===== src/rtl/sevenseg_pkg.sv =====
// Shared constants and types for the score seven-segment display path.
package sevenseg_pkg;

    typedef enum logic [1:0] {
        IDLE,
        SHIFT,
        DONE
    } conv_state_t;

    // Segment patterns are {g,f,e,d,c,b,a}, active low.
    localparam logic [6:0] SEG_BLANK = 7'b1111111;
    localparam logic [6:0] SEG_H     = 7'b0001001;

    localparam logic [6:0] SEG_DIGIT [0:9] = '{
        7'b1000000, 7'b1111001, 7'b0100100, 7'b0110000, 7'b0011001,
        7'b0010010, 7'b0000010, 7'b1111000, 7'b0000000, 7'b0010000
    };

    // Decimal digit to segment pattern; anything above 9 shows as blank.
    function automatic logic [6:0] digit_seg(input logic [3:0] d);
        if (d > 4'd9) begin
            return SEG_BLANK;
        end
        return SEG_DIGIT[d];
    endfunction

endpackage


===== src/rtl/score_bcd_conv.sv =====
// Sequential shift-add-3 binary to BCD converter. The display registers only
// change in DONE, so a half-converted value is never visible downstream.
module score_bcd_conv
    import sevenseg_pkg::*;
(
    input  logic       clk,
    input  logic       reset_n,
    input  logic [7:0] bin,
    output logic [3:0] bcd_h,
    output logic [3:0] bcd_t,
    output logic [3:0] bcd_o
);

    conv_state_t state;
    conv_state_t state_next;

    logic [7:0]  last_score;
    logic [7:0]  sh;
    logic [11:0] bcd;
    logic [11:0] bcd_adj;
    logic [19:0] shifted;
    logic [2:0]  cnt;

    // Converter state register.
    always_ff @(posedge clk or negedge reset_n) begin
        if (!reset_n) begin
            state <= IDLE;
        end else begin
            state <= state_next;
        end
    end

    // Next-state logic: start on a new score, leave SHIFT after the eighth shift.
    always_comb begin
        state_next = state;
        case (state)
            IDLE:    if (bin != last_score) state_next = SHIFT;
            SHIFT:   if (cnt == 3'd7) state_next = DONE;
            DONE:    state_next = IDLE;
            default: state_next = IDLE;
        endcase
    end

    // Add 3 to every BCD nibble of 5 or more so the following shift carries correctly.
    always_comb begin
        bcd_adj = bcd;
        if (bcd[3:0] >= 4'd5) bcd_adj[3:0] = bcd[3:0] + 4'd3;
        if (bcd[7:4] >= 4'd5) bcd_adj[7:4] = bcd[7:4] + 4'd3;
        if (bcd[11:8] >= 4'd5) bcd_adj[11:8] = bcd[11:8] + 4'd3;
    end

    assign shifted = {bcd_adj, sh} << 1;

    // Datapath: latch the new score, shift it through the BCD register, publish in DONE.
    always_ff @(posedge clk or negedge reset_n) begin
        if (!reset_n) begin
            last_score <= '0;
            sh         <= '0;
            bcd        <= '0;
            cnt        <= '0;
            bcd_h      <= '0;
            bcd_t      <= '0;
            bcd_o      <= '0;
        end else begin
            case (state)
                IDLE: begin
                    if (bin != last_score) begin
                        last_score <= bin;
                        sh         <= bin;
                        bcd        <= '0;
                        cnt        <= '0;
                    end
                end
                SHIFT: begin
                    {bcd, sh} <= shifted;
                    cnt       <= cnt + 3'd1;
                end
                DONE: begin
                    bcd_h <= bcd[11:8];
                    bcd_t <= bcd[7:4];
                    bcd_o <= bcd[3:0];
                end
                default: begin
                end
            endcase
        end
    end

endmodule


===== src/rtl/score_sevenseg.sv =====
// Four-digit multiplexed seven-segment driver for the game score, with
// leading-zero blanking and an 'H' on the leftmost digit while hit is high.
module score_sevenseg
    import sevenseg_pkg::*;
#(
    parameter int REFRESH_BITS = 18
) (
    input  logic       clk,
    input  logic       reset_n,
    input  logic [7:0] score,
    input  logic       hit,
    output logic [3:0] an,
    output logic [6:0] seg
);

    logic [REFRESH_BITS-1:0] scan_cnt;
    logic [1:0]              sel;
    logic [3:0]              disp_h;
    logic [3:0]              disp_t;
    logic [3:0]              disp_o;
    logic [3:0]              an_next;
    logic [6:0]              seg_next;

    score_bcd_conv u_conv (
        .clk     (clk),
        .reset_n (reset_n),
        .bin     (score),
        .bcd_h   (disp_h),
        .bcd_t   (disp_t),
        .bcd_o   (disp_o)
    );

    assign sel     = scan_cnt[REFRESH_BITS-1 -: 2];
    assign an_next = ~(4'b0001 << sel);

    // Pick the pattern for the selected digit, blanking leading zeros.
    always_comb begin
        seg_next = SEG_BLANK;
        case (sel)
            2'd0: seg_next = digit_seg(disp_o);
            2'd1: seg_next = (disp_h == 4'd0 && disp_t == 4'd0) ? SEG_BLANK : digit_seg(disp_t);
            2'd2: seg_next = (disp_h == 4'd0) ? SEG_BLANK : digit_seg(disp_h);
            2'd3: seg_next = hit ? SEG_H : SEG_BLANK;
            default: seg_next = SEG_BLANK;
        endcase
    end

    // Free-running scan counter plus anode and segment registers loaded from the same sel.
    always_ff @(posedge clk or negedge reset_n) begin
        if (!reset_n) begin
            scan_cnt <= '0;
            an       <= 4'b1111;
            seg      <= SEG_BLANK;
        end else begin
            scan_cnt <= scan_cnt + REFRESH_BITS'(1);
            an       <= an_next;
            seg      <= seg_next;
        end
    end

endmodule

===== config.mk =====
export PLATFORM = sky130hd
export DESIGN_NAME = score_sevenseg
export DESIGN_NICKNAME = d
export VERILOG_FILES = /design/src/rtl/sevenseg_pkg.sv /design/src/rtl/score_bcd_conv.sv /design/src/rtl/score_sevenseg.sv
export SDC_FILE = /design/constraint.sdc
export NUM_CORES = 1
export LEC_CHECK = 0
export ABC_AREA = 1
export BUFFER_PORTS_ARGS = -buffer_cell sky130_fd_sc_hd__buf_2
export CORE_MARGIN = 2
export CORE_UTILIZATION = 45
export DETAILED_ROUTE_END_ITERATION = 16
export RECOVER_POWER = 50
export SLEW_MARGIN = 20
export SYNTH_ARGS = -nofsm -noshare
export SYNTH_HDL_FRONTEND = slang
export SYNTH_SLANG_ARGS = --single-unit

===== constraint.sdc =====
create_clock -name clk -period 2.9 [get_ports clk]
set_input_delay 0.58 -clock clk [delete_from_list [all_inputs] [get_ports clk]]
set_output_delay 0.58 -clock clk [all_outputs]
set_load 0.03 [all_outputs]

Yosys cells after proc, flatten, opt, wreduce, memory -nomap -nowiden:

Memories as Yosys holds them, arrays and structs flattened.
Cells that the tools add are included.

* register bits after elaboration: 74
* memory bits (read-only): 336
* output and inout port bits: 11
* logic and storage cells: 85
* memories: 3

Memories
* (name not given): words 16, bits a word 7, rd ports 1, clocked after memory_dff 0, write ports 0, RTL line sevenseg_pkg.sv:24 `return SEG_DIGIT[d];`
* (name not given): words 16, bits a word 7, rd ports 1, clocked after memory_dff 0, write ports 0, RTL line sevenseg_pkg.sv:24
* (name not given): words 16, bits a word 7, rd ports 1, clocked after memory_dff 0, write ports 0, RTL line sevenseg_pkg.sv:24

* add/sub/neg operators: 5
* magnitude comparators: 9
* equal/unequal tests: 9
* shifts and indexed selects: 1
* mux-type cells: 34
* bitwise logic cells: 4
* reduce and logical (&&, ||, !) cells: 9

Operators by type and width (count)
* $mux W7: 15
* $pmux W7 S4: 1
* $pmux W12 S2: 1
* $add A18 B1 Y18 const B: 1
* $pmux W8 S2: 1
* $ge A5 B5 Y1 const B: 3
* $not A4 Y5: 3
* $ge A4 B3 Y1 const B: 3
* $gt A4 B4 Y1 const B: 3
* $mux W12: 1
* $add A4 B2 Y4 const B: 2
* $logic_not A4 Y1: 2
* $mux W4: 2
* $mux W8: 1
* $ne A8 B8 Y1: 1
* $eq A2 B2 Y1 const B: 3
* $mux W1: 6
* $mux W3: 2
* $pmux W3 S2: 1
* $reduce_and A2 Y1: 3
* $eq A2 B1 Y1 const B: 2
* $logic_not A2 Y1: 2
* $mux W2: 2
* $ne A2 B1 Y1 const B: 2
* 8 further kinds: 8

Longest topological paths before layout:

* depth after elaboration: 7
* mapped depth: 11
* mapped depth without buffers: 10

Hierarchy:

From an unflattened synthesis, not the netlist that was laid out.

* cell total of the unflattened synthesis: 507
* area total of the unflattened synthesis: 4110.2 um^2

Modules (own cells, without submodules)
* score_bcd_conv: times used 1, cells an instance 266, area an instance 2202.1 um^2, sequential area each 1126.1 um^2
* score_sevenseg: times used 1, cells an instance 241, area an instance 1908.1 um^2, sequential area each 739.5 um^2

Least setup slack after synthesis:

No wires, ideal clock.

* kind: input -> register
* from: in score[5]
* to: reg u_conv.sh[6]
* library setup time: 0.117 ns
* arrival: 1.301 ns
* data required time: 2.783 ns
* slack: 1.482 ns
* stages: 11
* path buffers: 1
* path through: inv_1 nand2_1 nand2_1 nand2_1 nor2_1 nand2_1 nand2_2 buf_6 nand2_4 nand2_1 nand2_1

* longest elaborated chain between the ends: 3

RTL lines
* start, declared: RTL line score_sevenseg.sv:10 `input logic [7:0] score,`
* $ne A8 B8 Y1: RTL line score_bcd_conv.sv:67 `if (bin != last_score) begin`
* $ne A2 B1 Y1 (no line)
* $reduce_and A2 Y1 (no line)
* end signal, assigned: RTL line score_bcd_conv.sv:69 `sh <= bin;`
* end signal, assigned: RTL line score_bcd_conv.sv:75 `{bcd, sh} <= shifted;`
* end, declared: RTL line score_bcd_conv.sv:18 `logic [7:0] sh;`

No other way between the ends.
A chain may end at the register's enable or synchronous reset.

Final worst setup path:

* from: reg u_conv.last_score[5]
* to: reg u_conv.sh[7]

* longest elaborated chain between the ends: 3

RTL lines
* start, declared: RTL line score_bcd_conv.sv:17 `logic [7:0] last_score;`
* start signal, assigned: RTL line score_bcd_conv.sv:68 `last_score <= bin;`
* $ne A8 B8 Y1: RTL line score_bcd_conv.sv:67
* $ne A2 B1 Y1 (no line)
* $reduce_and A2 Y1 (no line)

No other way between the ends.

==> results.json <==
{
  "start_util_pct": 46.2,
  "yosys_warnings": 0,
  "fin_crit_ps": 1800,
  "tns_ps": 0,
  "maxSlewHeadroom_pct": -17.4,
  "yosys_most_used_dff": "dfrtp_1",
  "die_area_um2": 9630,
  "cts_root_buffer": "clkbuf_8",
  "hold_violations": 0,
  "path_max_fanout": 40,
  "path_clk_slew_ps": 80,
  "drt_iter0_markers": 111,
  "status": "finished, violations left",
  "design.portCount": 22,
  "vias_per_cell": 4.89,
  "yosysTopAreaCell": "dfrtp_1",
  "pwr_density_cell_nw_per_um2": 1010,
  "core_area_um2": 8640,
  "yosysMostFrequentCell": "nand2_1",
  "rsz0062_at_grt": "false",
  "fin_crit_sh_pct": 62.0,
  "final_core_util_pct": 51.0,
  "synthAdderAreaFrac_pct": 7.53,
  "max-clock-path-buffers": 2,
  "fmax_mhz": 556,
  "post_cts_buffers": 0,
  "startpoint_type": "flop",
  "path_class": "flop to flop",
  "slew_viol_final": 33,
  "grt-ovfl-total": 0,
  "cts_resized": 0,
  "dr_total_vias": 3011,
  "synth_top_family_by_area": "simple AND/OR/NAND/NOR gates",
  "synth-xor-area-share_pct": 5.05,
  "synth_cell_type_count": 32,
  "grt_max_degree": 43,
  "crit_required_ps": 3130,
  "ys_ff_latch": 74,
  "clock-sinks": 74,
  "dp_hpwl_um": 4940,
  "area_delta_synth_final_pct": 10.4,
  "insertion_delay_ps": 350,
  "synth_area_um2": 3990,
  "grt_pass1_vias": 2921,
  "postRouteAntennaNets": 0,
  "synth_edf_count": 0,
  "cts_hold_buf": 0,
  "routed_wl_um": 7070,
  "synth.top_cell.area_share_pct": 39.5,
  "leakage_uw": 0.00221,
  "dr.pass1.iters": 4,
  "setup_viol": 0,
  "cts_tree": "yes",
  "violations": "capacitance limit, slew limit",
  "fp.dieH_um": 98.1,
  "fp.dieW_um": 98.1,
  "globalplace.congestion": 0.761,
  "synthArstFlopShare_pct": 100,
  "setup.worst_path.end_class": "flop",
  "synth-simple-area-share_pct": 23.4,
  "drcViolationCount": 0,
  "worstMarginPinSlew_ps": 1760,
  "finClkSkew_ps": 12.1,
  "hp-class": "flop to flop",
  "grt_pass1_wl_um": 12900,
  "cts_inserted_buffers": 9,
  "synth_common_cells": "nand2_1 (125), dfrtp_1 (63), o21ai_0 (59), inv_1 (54), nand3_1 (37)",
  "n_fill_cell": 846,
  "row_count": 34,
  "avgSynthCellArea_um2": 8.27,
  "yosysSeqAreaShare_pct": 46.8,
  "ir_drop_uv": 411,
  "whs_ps": 471,
  "diodes": 0,
  "grt_usage_pct": 16.3,
  "port_buffers": 21,
  "antenna_found_initial": 0,
  "nNetsFinal": 539,
  "synth.area.top_cells": "dfrtp_1 (40%), nand2_1 (12%), ha_1 (7.5%)",
  "synth_fp_nets": 517,
  "synth_compound_area_share_pct": 10.2,
  "routedWlPerCell_um": 11.5,
  "muxShareOfSynthArea_pct": 0,
  "cts_max_level": 3,
  "drive_above_1_share_pct": 12.0,
  "syn_inst": 482,
  "drv_cap": 1,
  "critPathArrivalTime_ps": 2030
}
cell usage in the layout, fill, tap and decap left out, types with 3 or more instances in the layout:
cell,instances
a21oi_1,18
buf_2,20
bufinv_16,3
clkbuf_8,9
dfrtp_1,63
dfstp_2,11
ha_1,24
inv_1,54
inv_2,3
nand2_1,125
nand2_2,4
nand3_1,38
nand4_1,5
nor2_1,28
nor3_1,3
o21ai_0,59
xnor2_1,12
xor2_1,11
flip-flops by register name, summed over array words and instances (netlist names):
signal and count:
u_conv.bcd_t 4, seg 7, u_conv.state 2, u_conv.cnt 3, an 4, u_conv.last_score 8
u_conv.sh 8, scan_cnt 18, u_conv.bcd_h 4, u_conv.bcd_o 4, u_conv.bcd 12
worst paths after layout:
check | start | endpoint | slack (ps) | depth (start not counted)
setup reg to reg | u_conv.last_score[5] | u_conv.sh[7] | 1100 | 10
min in group asynchronous | reset_n | scan_cnt[16] | 700 | 1
max in group asynchronous | reset_n | seg[3] | 1190 | 2
hold / removal | scan_cnt[10] | scan_cnt[10] | 470 | 1
setup / recovery | u_conv.last_score[5] | u_conv.sh[7] | 1100 | 10
hold reg to reg | scan_cnt[10] | scan_cnt[10] | 470 | 1
routing by layer:
layer	track usage, %	routed length (um)	vias to the layer above
met1	21.7	3600	1389
met3	3.87	213	5
met5	0	0	-
met4	4.74	76	0
met2	26.7	3180	36
li1	-	-	1581
cell type report:
type	count	area (um2)	area share, %
flip-flops and latches	74	1870	42.4
multi-input cells	339	1820	41.4
inverters	57	214	4.86
well taps	108	135	3.07
repair buffers	23	131	2.98
clock buffers	10	128	2.90
clock inverters	5	104	2.36
cells by family (layout without fill, tap and decap cells):
family / after synthesis / in the layout
compound gates: 80 / 80
buf+inv: 69 / 95
simple gates: 212 / 212
fa+ha+maj: 24 / 24
xor+xnor: 23 / 23
flops: 74 / 74
critical path, cell delays in order (launching register included):
cell	delay, ps
dfrtp_1	400
inv_1	60
nand2_1	50
nand2_1	60
nand2_1	50
nor2_1	120
nand2_1	100
nand2_2	540
nand2_4	150
nand2_1	100
nand2_1	50
report_power, final:
| group | leakage, uW | switching (uW) | total [uW] | internal [uW] |
|---|---|---|---|---|
| logic | 0.00119 | 1170 | 1830 | 667 |
| clock network | 0.000116 | 382 | 950 | 568 |
| registers | 0.000911 | 267 | 1680 | 1410 |
| total | 0.00221 | 1820 | 4460 | 2650 |
through the flow:
step / cells / area [um2] / setup WS (ps) / total power [uW]
2_1_floorplan: 482 / 3990 / 1480 / 3160
3_3_place_gp: 601 / 4190 / 786 / 3500
3_5_place_dp: 601 / 4190 / 765 / 3540
4_1_cts: 616 / 4420 / 1090 / 4510
5_1_grt: 616 / 4400 / 784 / 4950
6_report: 616 / 4400 / 1100 / 4460
Note: power is estimated with default switching activity, not from simulation.
